--- src/rtl/fifo_wr_ctrl.sv ---
// Write-side controller of the dual-clock FIFO: binary/Gray write pointers, full/afull/level, write strobe.
// Optional sticky overflow flag enabled by defining FIFO_WR_OVF_EN.
module fifo_wr_ctrl #(
  parameter int unsigned ADDR_WIDTH   = 3,
  parameter int unsigned AFULL_THRESH = 6
) (
  input  logic                  w_clk,
  input  logic                  w_rstn,
  input  logic                  w_inc,
  input  logic                  w_ovf_clr,
  input  logic [ADDR_WIDTH:0]   sync_rd_ptr,
  output logic                  w_en,
  output logic [ADDR_WIDTH-1:0] w_addr,
  output logic [ADDR_WIDTH:0]   gray_wr_ptr,
  output logic                  w_full,
  output logic                  w_afull,
  output logic [ADDR_WIDTH:0]   w_level,
  output logic                  w_ovf
);

  localparam int unsigned PW = ADDR_WIDTH + 1;

  logic [PW-1:0] w_ptr;
  logic [PW-1:0] w_ptr_nxt;
  logic [PW-1:0] rd_bin;

  function automatic logic [PW-1:0] bin2gray(input logic [PW-1:0] b);
    return b ^ (b >> 1);
  endfunction

  // Gray read pointer back to binary: bit i is the XOR of all bits at or above i
  always_comb begin
    rd_bin = '0;
    for (int i = 0; i < int'(PW); i++) begin
      rd_bin[i] = ^(sync_rd_ptr >> i);
    end
  end

  assign w_full    = (gray_wr_ptr == {~sync_rd_ptr[PW-1:PW-2], sync_rd_ptr[PW-3:0]});
  assign w_en      = w_inc & ~w_full;
  assign w_addr    = w_ptr[ADDR_WIDTH-1:0];
  assign w_ptr_nxt = w_ptr + PW'(1);
  assign w_level   = w_ptr - rd_bin;
  assign w_afull   = (w_level >= PW'(AFULL_THRESH));

  // Binary and Gray pointers advance together so the CDC source never lags the address
  always_ff @(posedge w_clk or negedge w_rstn) begin
    if (!w_rstn) begin
      w_ptr       <= '0;
      gray_wr_ptr <= '0;
    end else if (w_en) begin
      w_ptr       <= w_ptr_nxt;
      gray_wr_ptr <= bin2gray(w_ptr_nxt);
    end
  end

`ifdef FIFO_WR_OVF_EN
  // Sticky overflow: a rejected write wins over a same-cycle clear
  always_ff @(posedge w_clk or negedge w_rstn) begin
    if (!w_rstn) begin
      w_ovf <= 1'b0;
    end else if (w_inc & w_full) begin
      w_ovf <= 1'b1;
    end else if (w_ovf_clr) begin
      w_ovf <= 1'b0;
    end
  end
`else
  logic unused_ovf_clr;
  assign unused_ovf_clr = w_ovf_clr;
  assign w_ovf          = 1'b0;
`endif

endmodule

--- config.mk ---
export PLATFORM = sky130hd
export DESIGN_NAME = fifo_wr_ctrl
export DESIGN_NICKNAME = d
export VERILOG_FILES = /design/src/rtl/fifo_wr_ctrl.sv
export SDC_FILE = /design/constraint.sdc
export NUM_CORES = 1
export LEC_CHECK = 0
export ABC_AREA = 1
export BUFFER_PORTS_ARGS = -buffer_cell sky130_fd_sc_hd__clkbuf_2
export CORE_MARGIN = 5
export CORE_UTILIZATION = 50
export DETAILED_ROUTE_END_ITERATION = 6
export GPL_ROUTABILITY_DRIVEN = 0
export HOLD_SLACK_MARGIN = 0.05
export PLACE_DENSITY_LB_ADDON = 0.15
export SYNTH_ARGS = -nofsm -noshare
export SYNTH_HDL_FRONTEND = slang
export SYNTH_SLANG_ARGS = --single-unit
--- constraint.sdc ---
create_clock -name w_clk -period 4.3 [get_ports w_clk]
set_input_delay 0.215 -clock w_clk [delete_from_list [all_inputs] [get_ports w_clk]]
set_output_delay 0.215 -clock w_clk [all_outputs]
set_load 0.03 [all_outputs]
==> summary.md <==
| Metric | Value |
|---|---|
| Initial Util | `0.529` |
| Row count | `13` |
| Initial antenna violation count | `0` |
| Clk Tree Root Cell | `clkbuf_4` |
| Top Family by Delay on Critical Path | `adder cells` |
| Crit share post-route | `0.491` |
| Syn Area/Cell | `6.57 µm²` |
| Overflow after GRT | `0` |
| Post-synthesis async set-or-reset flop share | `1.00` |
| Final hold violations | `0` |
| Post-synthesis instance area | `697 µm²` |
| DR iter-0 viols | `10` |
| WL/cell | `9.19 µm` |
| Clock slew seen by the registers of the worst setup and hold paths | `0.05 ns` |
| Mux cell area share after synthesis | `0` |
| Largest net degree at the start of global routing | `9` |
| DR pass1 iterations | `4` |
| Clock skew | `0.000936 ns` |
| Achievable frequency | `474 MHz` |
| Slowest cell on the critical path | `dfrtp_1` |
| Count of cell types in the netlist | `20` |
| Worst Path Arrival | `1.90 ns` |
| Tmin final | `2.11 ns` |
| RSZ-0062 raised after global routing | `no` |
| R2R Path End | `gray_wr_ptr[2]` |
| Worst-Skew Late Latency | `0.24 ns` |
| Crit path depth | `8` |
| Max Slew Vio Count | `0` |
| Port bufs | `20` |
| Post-Synth XOR/XNOR Area | `0.0862` |
| Worst setup SP type | `flip-flop` |
| Diode count | `0` |
| Syn_nets | `119` |
| Max cap viols | `0` |
| Simple-gate share of the synthesized area | `0.431` |
| Synth warnings | `0` |
| Share of layout cells above drive strength 1 | `0.264` |
| Critical path buffers and inverters | `3` |
| CTS max path bufs | `2` |
| Leak | `0.532 nW` |
| Synth area leaders | `dfrtp_1 25%, nand2_1 25%, inv_1 7.5%, ha_1 7.2%, nand3_1 5.7%` |
| Inserted Clock Buffers | `3` |
| Area leader, netlist | `dfrtp_1` |
| Leading register cell type out of synthesis | `dfrtp_1` |
| Number of routed nets with antenna violations | `0` |
| Post-Route Utilization | `0.635` |
| CP max FO | `7` |
| Htree depth | `1` |
| Largest family of logic cells by synthesized area | `simple AND/OR/NAND/NOR gates` |
| R2R Setup Slk | `2.89 ns` |
| Final WL | `1320 µm` |
| Die Y | `47.3 µm` |
| Register area share after synthesis | `0.251` |
| Die area | `2240 µm²` |
| Area grow syn2layout | `20.1%` |
| Synth Area in Adders | `0.101` |
| Hold_ws | `0.330 ns` |
| Vias | `673` |
| Worst setup path end | `w_afull` |
| R2R Path Start | `w_ptr[1]` |
| Min-Delay Path Class | `in2async` |
| CTS sink count | `7` |
| Post-CTS Resized | `0` |
| Post-synth top area share | `0.251` |
| Outcome | `finished clean` |
| Post-synth EDFFs | `0` |
| Post-Syn Instances | `106` |
| Worst Setup SP | `w_ptr[0]` |
| Placed Instances | `139` |
| Drt drc | `0` |
| CP endpoint kind | `output port` |
| Critical Path RT | `4.09 ns` |
| PD cells | `853 nW/µm²` |
| Kind of critical path | `reg2out` |
| Compound-Gate Fraction of Synth Area | `0.00718` |
| Fin cells | `144` |
| First-pass GRT wire length | `2140 µm` |
| Nets | `143` |
| Max IR drop VDD | `0.000490 V` |
| CTS tree | `yes` |
| Total negative slack | `0 ns` |
| # IOs | `23` |
| CP peak stage delay | `0.45 ns` |
| Vias in the first global route | `579` |
| Routed vias/inst | `4.67` |
| Die X | `47.3 µm` |
| Crit-path cells | `inv_1, ha_1, inv_2, fa_1, xor2_1, nand2_1, nand3_1, clkbuf_2` |
| Worst R2R Path Depth | `8` |
| DP HPWL | `1140 µm` |
| GRT Overall Usage | `0.135` |
| Final setup violation count | `0` |
| Post-synthesis register bit count | `7` |
| Core ar. | `1320 µm²` |
## placed cells by master (no fill, tap or decap), drive strengths merged
| cell | instances |
|---|---|
| or2 | 1 |
| dlygate4sd3 | 1 |
| xnor2 | 4 |
| ha | 4 |
| clkbuf | 24 |
| xor2 | 2 |
| inv | 18 |
| a21oi | 1 |
| nand3 | 8 |
| fa | 1 |
| nand3b | 2 |
| dfrtp | 7 |
| conb | 1 |
| nor2 | 3 |
| nand2 | 51 |
| nand4 | 1 |
## cell usage after synthesis (2+ instances only)
library cell / count
buf_4: 2
dfrtp_1: 7
ha_1: 4
inv_1: 14
inv_2: 4
nand2_1: 46
nand2_2: 3
nand2_4: 2
nand3_1: 8
nand3b_1: 2
nor2_1: 2
xnor2_1: 3
xor2_1: 2
## what timing repair did
| item | 4_1_cts | 5_1_grt |
|---|---|---|
| hold buffers | 1 | 0 |
| buffers inserted | 0 | 0 |
| setup endpoints to repair | 0 | 0 |
| endpoints found under the hold margin | 7 | 0 |
## worst min-delay path by stage
| stage | cells past startpoint | startpoint | slack, ns | endpoint |
|---|---|---|---|---|
| floorplan | 0 | w_rstn | -0.08 | gray_wr_ptr[0] |
| global placement | 1 | w_rstn | 0.05 | gray_wr_ptr[1] |
| detailed placement | 1 | w_rstn | 0.05 | gray_wr_ptr[0] |
| CTS | 2 | w_rstn | 0.32 | gray_wr_ptr[0] |
| global route | 2 | w_rstn | 0.34 | gray_wr_ptr[1] |
| finish | 2 | w_rstn | 0.33 | gray_wr_ptr[1] |
## layer usage
metal  global-route usage  part of all wire  vias up
li1                     -                 -      361
met1                0.159              0.44      289
met2                0.235              0.48       21
met3               0.0115             0.057        2
met4               0.0829             0.016        0
met5                    0                 0        -
## cells by family (layout without fill, tap and decap cells)
group	after synthesis	in the layout
AO/OA/AOI/OAI	1	1
XOR/XNOR	6	6
adder cells (fa/ha/maj)	5	5
buffers and inverters	20	43
flip-flops	7	7
other	1	1
AND/OR/NAND/NOR	66	66
## state kept, by name, indices dropped and copies added (netlist names)
signal / flops
gray_wr_ptr: 3
w_ptr: 4
## cell type report
| class | instances | area (µm²) |
|---|---|---|
| Tap cell | 15 | 18.8 |
| Sequential cell | 7 | 175 |
| Multi-Input combinational cell | 79 | 439 |
| Fill cell | 128 | 480 |
| Clock buffer | 4 | 26.3 |
| Inverter | 18 | 67.6 |
| Timing Repair Buffer | 21 | 110 |
## report_power, final
part | internal, mW | leakage, nW | switching [mW]
logic | 0.167 | 0.430 | 0.345
clock network | 0.0352 | 0.0150 | 0.0203
registers | 0.0970 | 0.0866 | 0.0489
total | 0.299 | 0.532 | 0.415
## per-stage QoR
step / power [mW] / area, µm² / setup slack [ns]
5_1_grt: 0.791 / 837 / 2.02
4_1_cts: 0.724 / 837 / 2.16
6_report: 0.714 / 837 / 2.19
3_3_place_gp: 0.655 / 801 / 2.26
3_5_place_dp: 0.663 / 801 / 2.25
2_1_floorplan: 0.542 / 697 / 1.97
## worst reg2reg max path, delay by kind of cell (launching register included)
family                   cells  cell delay [ns]
AND/OR/NAND/NOR              6             0.55
buffers and inverters        1             0.05
flip-flops                   1             0.47
adder cells (fa/ha/maj)      1             0.24
(Power assumes the default switching activity.)
